`config.mk`:
```
export PLATFORM = sky130hd
export DESIGN_NAME = banco_registradores_flat
export DESIGN_NICKNAME = d
export VERILOG_FILES = /design/src/rtl/banco_registradores_pkg.sv /design/src/rtl/banco_registradores_if.sv /design/src/rtl/banco_registradores_registrador.sv /design/src/rtl/banco_registradores.sv /design/src/flat_wrapper.sv
export SDC_FILE = /design/constraint.sdc
export NUM_CORES = 1
export LEC_CHECK = 0
export ABC_AREA = 0
export CORE_MARGIN = 2
export CORE_UTILIZATION = 50
export DETAILED_ROUTE_END_ITERATION = 16
export PLACE_DENSITY = 0.94
export SLEW_MARGIN = 20
export SYNTH_ARGS = -nofsm -noshare
export SYNTH_HDL_FRONTEND = slang
export SYNTH_SLANG_ARGS = --single-unit
```
`constraint.sdc`:
```
create_clock -name clock -period 3.1 [get_ports clock]
set_clock_uncertainty 0.15 [all_clocks]
set_input_delay 0.62 -clock clock [delete_from_list [all_inputs] [get_ports clock]]
set_output_delay 0.62 -clock clock [all_outputs]
set_load 0.05 [all_outputs]
```
`src/rtl/banco_registradores_pkg.sv`:
```
// Shared constants for the datapath register bank: default widths and register indices.
package banco_registradores_pkg;

   localparam int unsigned BANCO_DATA_W = 16;
   localparam int unsigned BANCO_IMM_W  = 10;
   localparam int unsigned NUM_REGS     = 8;

   typedef enum logic [2:0] {
      REG_R0 = 3'd0,
      REG_R1 = 3'd1,
      REG_R2 = 3'd2,
      REG_R3 = 3'd3,
      REG_R4 = 3'd4,
      REG_R5 = 3'd5,
      REG_R6 = 3'd6,
      REG_R7 = 3'd7
   } reg_idx_t;

   // R7 doubles as the program counter
   localparam reg_idx_t REG_PC = REG_R7;

endpackage

```
`src/rtl/banco_registradores_if.sv`:
```
// Write-side bus of the register bank: control unit drives writes, bank returns register contents.
interface banco_registradores_if #(
   parameter int unsigned DATA_W = 16,
   parameter int unsigned IMM_W  = 10
);
   logic [DATA_W-1:0] bus_in;
   logic              wr_en;
   logic [2:0]        wr_sel;
   logic              ir_load;
   logic              pc_incr;
   logic [DATA_W-1:0] r0, r1, r2, r3, r4, r5, r6, r7;
   logic [DATA_W-1:0] ir;
   logic [IMM_W-1:0]  imediato;
   logic              wr_ack;

   modport master (
      output bus_in, wr_en, wr_sel, ir_load, pc_incr,
      input  r0, r1, r2, r3, r4, r5, r6, r7, ir, imediato, wr_ack
   );

   modport slave (
      input  bus_in, wr_en, wr_sel, ir_load, pc_incr,
      output r0, r1, r2, r3, r4, r5, r6, r7, ir, imediato, wr_ack
   );
endinterface

```
`src/rtl/banco_registradores_registrador.sv`:
```
// registrador: DATA_W-bit load-enabled register with asynchronous active-low reset to RESET_VAL.
module registrador #(
   parameter int unsigned       DATA_W    = 16,
   parameter logic [DATA_W-1:0] RESET_VAL = '0
) (
   input  logic              clock,
   input  logic              resetn,
   input  logic              load,
   input  logic [DATA_W-1:0] d,
   output logic [DATA_W-1:0] q
);

   always_ff @(posedge clock or negedge resetn) begin
      if (!resetn) begin
         q <= RESET_VAL;
      end else if (load) begin
         q <= d;
      end
   end

endmodule

```
`src/rtl/banco_registradores.sv`:
```
// banco_registradores: R0..R7 and IR write side; R7 is the PC with its own increment path.
// Optional BANCO_R0_ZERO_EN hardwires R0 to zero (writes dropped, wr_ack unchanged).
module banco_registradores
   import banco_registradores_pkg::*;
#(
   parameter int unsigned       DATA_W   = BANCO_DATA_W,
   parameter int unsigned       IMM_W    = BANCO_IMM_W,
   parameter logic [DATA_W-1:0] PC_RESET = '0
) (
   input  logic                  clock,
   input  logic                  resetn,
   banco_registradores_if.slave  rb
);

   logic [NUM_REGS-1:0] wr_onehot;
   logic [DATA_W-1:0]   r0_q;
   logic [DATA_W-1:0]   gpr [1:NUM_REGS-2];
   logic [DATA_W-1:0]   pc_q;
   logic [DATA_W-1:0]   ir_q;
   logic                wr_ack_q;

   always_comb begin
      wr_onehot = '0;
      if (rb.wr_en) begin
         wr_onehot[rb.wr_sel] = 1'b1;
      end
   end

`ifdef BANCO_R0_ZERO_EN
   assign r0_q = '0;
`else
   registrador #(.DATA_W(DATA_W), .RESET_VAL('0)) u_r0 (
      .clock  (clock),
      .resetn (resetn),
      .load   (wr_onehot[REG_R0]),
      .d      (rb.bus_in),
      .q      (r0_q)
   );
`endif

   for (genvar k = 1; k < NUM_REGS - 1; k++) begin : g_gpr
      registrador #(.DATA_W(DATA_W), .RESET_VAL('0)) u_reg (
         .clock  (clock),
         .resetn (resetn),
         .load   (wr_onehot[k]),
         .d      (rb.bus_in),
         .q      (gpr[k])
      );
   end

   // An explicit write to R7 overrides a same-edge increment
   always_ff @(posedge clock or negedge resetn) begin
      if (!resetn) begin
         pc_q <= PC_RESET;
      end else if (wr_onehot[REG_PC]) begin
         pc_q <= rb.bus_in;
      end else if (rb.pc_incr) begin
         pc_q <= pc_q + DATA_W'(1);
      end
   end

   registrador #(.DATA_W(DATA_W), .RESET_VAL('0)) u_ir (
      .clock  (clock),
      .resetn (resetn),
      .load   (rb.ir_load),
      .d      (rb.bus_in),
      .q      (ir_q)
   );

   always_ff @(posedge clock or negedge resetn) begin
      if (!resetn) begin
         wr_ack_q <= 1'b0;
      end else begin
         wr_ack_q <= rb.wr_en | rb.ir_load;
      end
   end

   assign rb.r0       = r0_q;
   assign rb.r1       = gpr[1];
   assign rb.r2       = gpr[2];
   assign rb.r3       = gpr[3];
   assign rb.r4       = gpr[4];
   assign rb.r5       = gpr[5];
   assign rb.r6       = gpr[6];
   assign rb.r7       = pc_q;
   assign rb.ir       = ir_q;
   assign rb.imediato = ir_q[IMM_W-1:0];
   assign rb.wr_ack   = wr_ack_q;

endmodule

```
`src/flat_wrapper.sv`:
```
// flat-port wrapper written by rule: the top's interface ports become plain ports
module banco_registradores_flat import banco_registradores_pkg::*;
#(
   parameter int unsigned       DATA_W   = BANCO_DATA_W,
   parameter int unsigned       IMM_W    = BANCO_IMM_W,
   parameter logic [DATA_W-1:0] PC_RESET = '0
)
  (clock, resetn, rb_bus_in, rb_wr_en, rb_wr_sel, rb_ir_load, rb_pc_incr, rb_r0, rb_r1, rb_r2, rb_r3, rb_r4, rb_r5, rb_r6, rb_r7, rb_ir, rb_imediato, rb_wr_ack);
  banco_registradores_if #(.DATA_W(DATA_W), .IMM_W(IMM_W)) rb_i ();
  input  logic clock;
  input  logic resetn;
  input wire logic [$bits(rb_i.bus_in)-1:0] rb_bus_in;
  input wire logic [$bits(rb_i.wr_en)-1:0] rb_wr_en;
  input wire logic [$bits(rb_i.wr_sel)-1:0] rb_wr_sel;
  input wire logic [$bits(rb_i.ir_load)-1:0] rb_ir_load;
  input wire logic [$bits(rb_i.pc_incr)-1:0] rb_pc_incr;
  output wire logic [$bits(rb_i.r0)-1:0] rb_r0;
  output wire logic [$bits(rb_i.r1)-1:0] rb_r1;
  output wire logic [$bits(rb_i.r2)-1:0] rb_r2;
  output wire logic [$bits(rb_i.r3)-1:0] rb_r3;
  output wire logic [$bits(rb_i.r4)-1:0] rb_r4;
  output wire logic [$bits(rb_i.r5)-1:0] rb_r5;
  output wire logic [$bits(rb_i.r6)-1:0] rb_r6;
  output wire logic [$bits(rb_i.r7)-1:0] rb_r7;
  output wire logic [$bits(rb_i.ir)-1:0] rb_ir;
  output wire logic [$bits(rb_i.imediato)-1:0] rb_imediato;
  output wire logic [$bits(rb_i.wr_ack)-1:0] rb_wr_ack;
  assign rb_i.bus_in = rb_bus_in;
  assign rb_i.wr_en = rb_wr_en;
  assign rb_i.wr_sel = rb_wr_sel;
  assign rb_i.ir_load = rb_ir_load;
  assign rb_i.pc_incr = rb_pc_incr;
  assign rb_r0 = rb_i.r0;
  assign rb_r1 = rb_i.r1;
  assign rb_r2 = rb_i.r2;
  assign rb_r3 = rb_i.r3;
  assign rb_r4 = rb_i.r4;
  assign rb_r5 = rb_i.r5;
  assign rb_r6 = rb_i.r6;
  assign rb_r7 = rb_i.r7;
  assign rb_ir = rb_i.ir;
  assign rb_imediato = rb_i.imediato;
  assign rb_wr_ack = rb_i.wr_ack;
  banco_registradores #(.DATA_W(DATA_W), .IMM_W(IMM_W), .PC_RESET(PC_RESET)) u_core (.clock(clock), .resetn(resetn), .rb(rb_i));
endmodule
```
==> flow_summary.toml, run 1 <==
[worst_setup_path]
crit_chain = "clkdlybuf4s50_1"
crit_type = "reg2out"
r2r_slack_ps = 1230
r2r-end = "u_core.rb.r7[14]"
worstSetupStartpointType = "register"
worstPathRequired_ps = 2330
reg2reg_depth = 5
cp-end-kind = "primary output"
crit_start = "u_core.rb.r7[2]"
max_stage_delay_ps = 860
crit_buf_inv = 1
crit_fanout = 6
crit_family = "buffers and inverters"
worstSetupEndpoint = "rb_r7[2]"
arrival_ps = 1750
cp.depth = 1
reg2reg_from = "u_core.rb.r7[0]"
cp_slowest_cell = "clkdlybuf4s50_1"

[global_route]
grt_overflow = 0
grt_pass1_wl_mm = 24.0
first_global_vias = 4241
grt_max_degree = 67
grt_util_all_layers_pct = 25.1
antenna_found_initial = 0

[synth]
ys_async_sr_fraction_pct = 100
synth_seq_cells = 145
yosysTopAreaCell = "dfrtp_1"
ys_types = 27
synth_most_common_cell = "dfrtp_1"
syn_avg_cell_area_sq_um = 15.1
synth_top_area_share_pct = 62.1
synth_fp_nets = 412
synth_ff_type = "dfrtp_1"
syn-instance-count = 387
yosys-top-cells-count = "dfrtp_1 (145), mux2_2 (128), nor2_1 (20)"
synth-edff-count = 0
synth_seq_area_share_pct = 62.1
yosysWarnings = 0
yosys-top-cells-area = "dfrtp_1 (62%), mux2_2 (25%), buf_4 (1.9%)"
syn-cell-area_sq_mm = 0.00585

[placement]
place_congestion = 0.835
placedCellCount = 692
port_buffers = 178
hpwl_mm = 10.6

[cells_and_area]
final_cells = 721
fillers = 760
nets = 593
final_layout_size_suffix_gt1_share_pct = 30.3
diodes = 0
area_growth_pct = 41.6

[route]
vias_per_cell = 5.44
wl_per_cell_microns = 21.0
drt_iter0_drc = 222
drt-total-wl_mm = 15.1
dr.pass1.iters = 5
drc = 0
ant_nets = 0
vias = 3920

[pwr]
ir_drop_mv = 0.607
powerDensity_mw_per_mm2 = 959
power_leakage_uw = 0.00346

[timing]
worstMarginPinSlew_ps = 592
finalSetupTns_ps = 0
fin_crit_ps = 2520
max-slew-margin-rel_pct = 60.4
period_share_pct = 81.3
hold_violations = 0
fmax_ghz = 0.397
slew_violations = 0
final-setup-viol-count = 0
rsz0062_at_grt = "no"

[cts]
cts_resized = 0
htree_levels = 4
clk_pin_slew_worst_paths_ps = 60
clock_sinks = 145
cts_hold_buf = 0
cts_buffers = 17
clk_latency_ps = 400
ctsRootBufferMaster = "clkbuf_16"
cts_tree = "yes"
cts-root-to-sink-buffers = 2
post-cts-setup-buffers = 0

[floorplanning]
fp.dieH_microns = 112
die_w_microns = 112
io_pins = 179
die_area_sq_mm = 0.0126
start_util_pct = 51.2
core_area_sq_mm = 0.0114
row_count = 39

[hold_path]
hp-class = "in2async"

[status]
run_status = "complete, no violations"

[job]
cap_violations = 0
placed cells by master (no fill, tap or decap), types with 2 or more instances in the layout:
cell type | synthesis | final
nor2_1 | 20 | 20
nand2_1 | 7 | 7
nand4b_2 | 3 | 3
clkinv_2 | 0 | 2
nor3b_4 | 2 | 2
dfrtp_1 | 145 | 145
clkdlybuf4s50_1 | 0 | 177
clkbuf_1 | 3 | 4
xnor2_1 | 12 | 12
xor2_1 | 3 | 3
clkbuf_8 | 0 | 2
clkbuf_16 | 0 | 17
a21oi_1 | 16 | 16
nor4_1 | 4 | 4
mux2_2 | 128 | 128
nand4_1 | 7 | 7
nor3_1 | 2 | 2
nand3_1 | 3 | 3
bufinv_16 | 0 | 3
buf_4 | 15 | 10
per-layer routing:
| layer | global-route usage, % | routed length (microns) | vias to the layer above |
|---|---|---|---|
| met5 | 0 | 0 | - |
| met4 | 10.3 | 376 | 0 |
| met3 | 5.51 | 746 | 28 |
| met2 | 42.7 | 7940 | 139 |
| met1 | 31.3 | 6070 | 2033 |
| li1 | - | - | 1720 |
kinds of logic (layout without fill, tap and decap cells):
group,after synthesis,count (layout),synth area share (%)
xor gates and xnor gates,15,15,2.25
DFF,145,145,62.1
AOI/OAI and AO/OA,16,16,1.37
muxes,129,129,24.8
adders and majority gates,1,1,0.214
and+or+nand+nor,54,54,6.12
buffers and inverters,27,218,3.17
report_power, final:
part | internal, uW | leakage [uW] | switching (uW)
Clock | 1290 | 0.000279 | 706
Combinational | 1140 | 0.00146 | 2140
Sequential | 2330 | 0.00172 | 343
final cells by class:
class,count,area (sq um),area share (%)
Tap cell,143,179,2.16
Clock inverter,6,108,1.30
Timing Repair Buffer,188,1860,22.4
Multi-Input combinational cell,215,2030,24.6
Sequential cell,145,3630,43.8
Inverter,1,3.75,0.0453
Clock buffer,23,468,5.65
sequential cells by signal, summed over array words and instances (netlist names):
signal                count
u_core.g_gpr.u_reg.q     96
u_core.rb.r7             16
u_core.rb.wr_ack          1
u_core.u_ir.q            16
u_core.u_r0.q            16
metrics by stage:
stage / hold WS [ps] / cell area (sq um) / worst slack (ps) / utilization (%) / power (uW)
floorplan: 174 / 5850 / 1100 / - / 4770
detailed placement: 343 / 7700 / 383 / 67.5 / 5970
global route: 78.4 / 8280 / 514 / 72.5 / 8240
global placement: 340 / 7700 / 493 / 67.5 / 5880
finish: 30.4 / 8280 / 579 / 72.5 / 7940
CTS: 60.0 / 8280 / 564 / 72.5 / 7990
how the worst min path moves through the flow:
stage                                startpoint                           to  slack [ps]  cells after the start
finish                                   resetn             u_core.u_r0.q[1]          30                      1
global route                             resetn             u_core.u_r0.q[1]          80                      1
CTS                                      resetn             u_core.u_r0.q[1]          60                      1
detailed placement  u_core.g_gpr[5].u_reg.q[12]  u_core.g_gpr[5].u_reg.q[12]         340                      1
global placement    u_core.g_gpr[6].u_reg.q[14]  u_core.g_gpr[6].u_reg.q[14]         340                      1
floorplan                                resetn   u_core.g_gpr[1].u_reg.q[0]         170                      0
(Power assumes the default switching activity.)
==> run 2: changes to the inputs <==
--- a/config.mk
+++ b/config.mk
@@ -7,9 +7,9 @@
 export LEC_CHECK = 0
 export ABC_AREA = 0
 export CORE_MARGIN = 2
-export CORE_UTILIZATION = 50
+export CORE_UTILIZATION = 47
 export DETAILED_ROUTE_END_ITERATION = 16
-export PLACE_DENSITY = 0.94
+export PLACE_DENSITY = 0.89
 export SLEW_MARGIN = 20
 export SYNTH_ARGS = -nofsm -noshare
 export SYNTH_HDL_FRONTEND = slang
==> constraint.sdc (replaced) <==
create_clock -name clock -period 2.5 [get_ports clock]
set_clock_uncertainty 0.15 [all_clocks]
set_input_delay 0.5 -clock clock [delete_from_list [all_inputs] [get_ports clock]]
set_output_delay 0.5 -clock clock [all_outputs]
set_load 0.05 [all_outputs]
==> flow_summary.toml, run 2 (synthesized netlist as in run 1, its figures left out) <==
[global_route]
grt_util_all_layers_pct = 25.1
grt_max_degree = 60
grt_pass1_wl_mm = 24.8
first_global_vias = 4357
antenna_found_initial = 0
grt_overflow = 0

[job]
cap_violations = 0

[cts]
clk_latency_ps = 410
htree_levels = 4
cts_buffers = 17
clock_sinks = 145
cts-root-to-sink-buffers = 2
post-cts-setup-buffers = 0
clk_pin_slew_worst_paths_ps = 60
ctsRootBufferMaster = "clkbuf_16"
cts_resized = 0
cts_tree = "yes"
cts_hold_buf = 1

[route]
vias_per_cell = 5.29
drc = 0
ant_nets = 0
wl_per_cell_microns = 20.7
drt-total-wl_mm = 15.6
vias = 3997
dr.pass1.iters = 4
drt_iter0_drc = 207

[worst_setup_path]
cp_slowest_cell = "clkdlybuf4s50_1"
crit_family = "buffers and inverters"
crit_buf_inv = 1
crit_chain = "clkdlybuf4s50_1"
max_stage_delay_ps = 850
crit_fanout = 6
arrival_ps = 1750
worstSetupStartpointType = "register"
cp-end-kind = "primary output"
worstPathRequired_ps = 1850
r2r_slack_ps = 630
crit_type = "reg2out"

[timing]
fmax_ghz = 0.417
finalSetupTns_ps = 0
max-slew-margin-rel_pct = 62.0
final-setup-viol-count = 0
period_share_pct = 95.9
holdWs_ps = 353
rsz0062_at_grt = "no"
slew_violations = 0
hold_violations = 0
worstMarginPinSlew_ps = 569
setup_ws_ps = 102
fin_crit_ps = 2400

[placement]
port_buffers = 178
pre_cts_ws_ps = 72.6
place_congestion = 0.925
placed_cell_area_sq_mm = 0.00785
hpwl_mm = 11.0

[status]
run_status = "complete, no violations"

[cells_and_area]
final_layout_size_suffix_gt1_share_pct = 31.8
layout_common_cells = "clkdlybuf4s50_1 (177), dfrtp_1 (145), mux2_2 (128)"
fin_area_sq_mm = 0.00849
nets = 600
final_common_cell = "clkdlybuf4s50_1"
top_register = "u_core.g_gpr.u_reg.q"
diodes = 0
area_growth_pct = 45.2
largest_reg_flops = 96

[pwr]
p_switching_uw = 4030
powerDensity_mw_per_mm2 = 1180
ir_drop_mv = 0.662
power_leakage_uw = 0.00355
seqPwrFrac_pct = 33.0
pwr-share-clk_pct = 26.2
p_int_uw = 6000
swShare_pct = 40.2
pwr-share-comb_pct = 40.8

[floorplanning]
die_w_microns = 116
die_area_sq_mm = 0.0133
core_area_sq_mm = 0.0121
row_count = 40
fp.dieH_microns = 116
io_pins = 179
start_util_pct = 48.5

[hold_path]
hp-class = "reg2reg"
run 2: final timing paths:
check                                                 start                          end  cells after the start
worst min-delay path            u_core.g_gpr[1].u_reg.q[10]  u_core.g_gpr[1].u_reg.q[10]                      1
worst min register to register  u_core.g_gpr[1].u_reg.q[10]  u_core.g_gpr[1].u_reg.q[10]                      1
min in group asynchronous                            resetn   u_core.g_gpr[2].u_reg.q[5]                      2
worst max register to register              u_core.rb.r7[0]             u_core.rb.r7[14]                      5
max in group asynchronous                            resetn   u_core.g_gpr[6].u_reg.q[7]                      3
worst max-delay path                        u_core.rb.r7[2]                     rb_r7[2]                      1
run 2: through the flow:
stage	instances	util (%)	power (uW)
floorplan	387	-	5920
global placement	723	65.1	7300
detailed placement	723	65.1	7430
CTS	756	70.4	10100
global route	756	70.4	10400
finish	756	70.4	10000
run 2: area by class of cell:
type / count / area, sq um
inverter: 1 / 3.75
multi-input combinational: 215 / 2030
fill: 819 / 3570
tap: 168 / 210
clock inverter: 9 / 128
clock buffer: 23 / 498
timing repair buffer: 195 / 1990
sequential: 145 / 3630
run 2: metal layers:
layer  share of wire (%)  track usage [%]
met1                  38             29.5
met4                 3.0             12.0
met3                 6.1             6.96
met5                   0                0
met2                  53             42.9
run 2: power by group through the flow:
stage	Clock [uW]	Combinational, uW	Sequential (uW)
floorplan	0	762	5150
global placement	0	4020	3290
detailed placement	0	4100	3340
CTS	2690	4120	3310
global route	2810	4250	3380
finish	2630	4100	3310
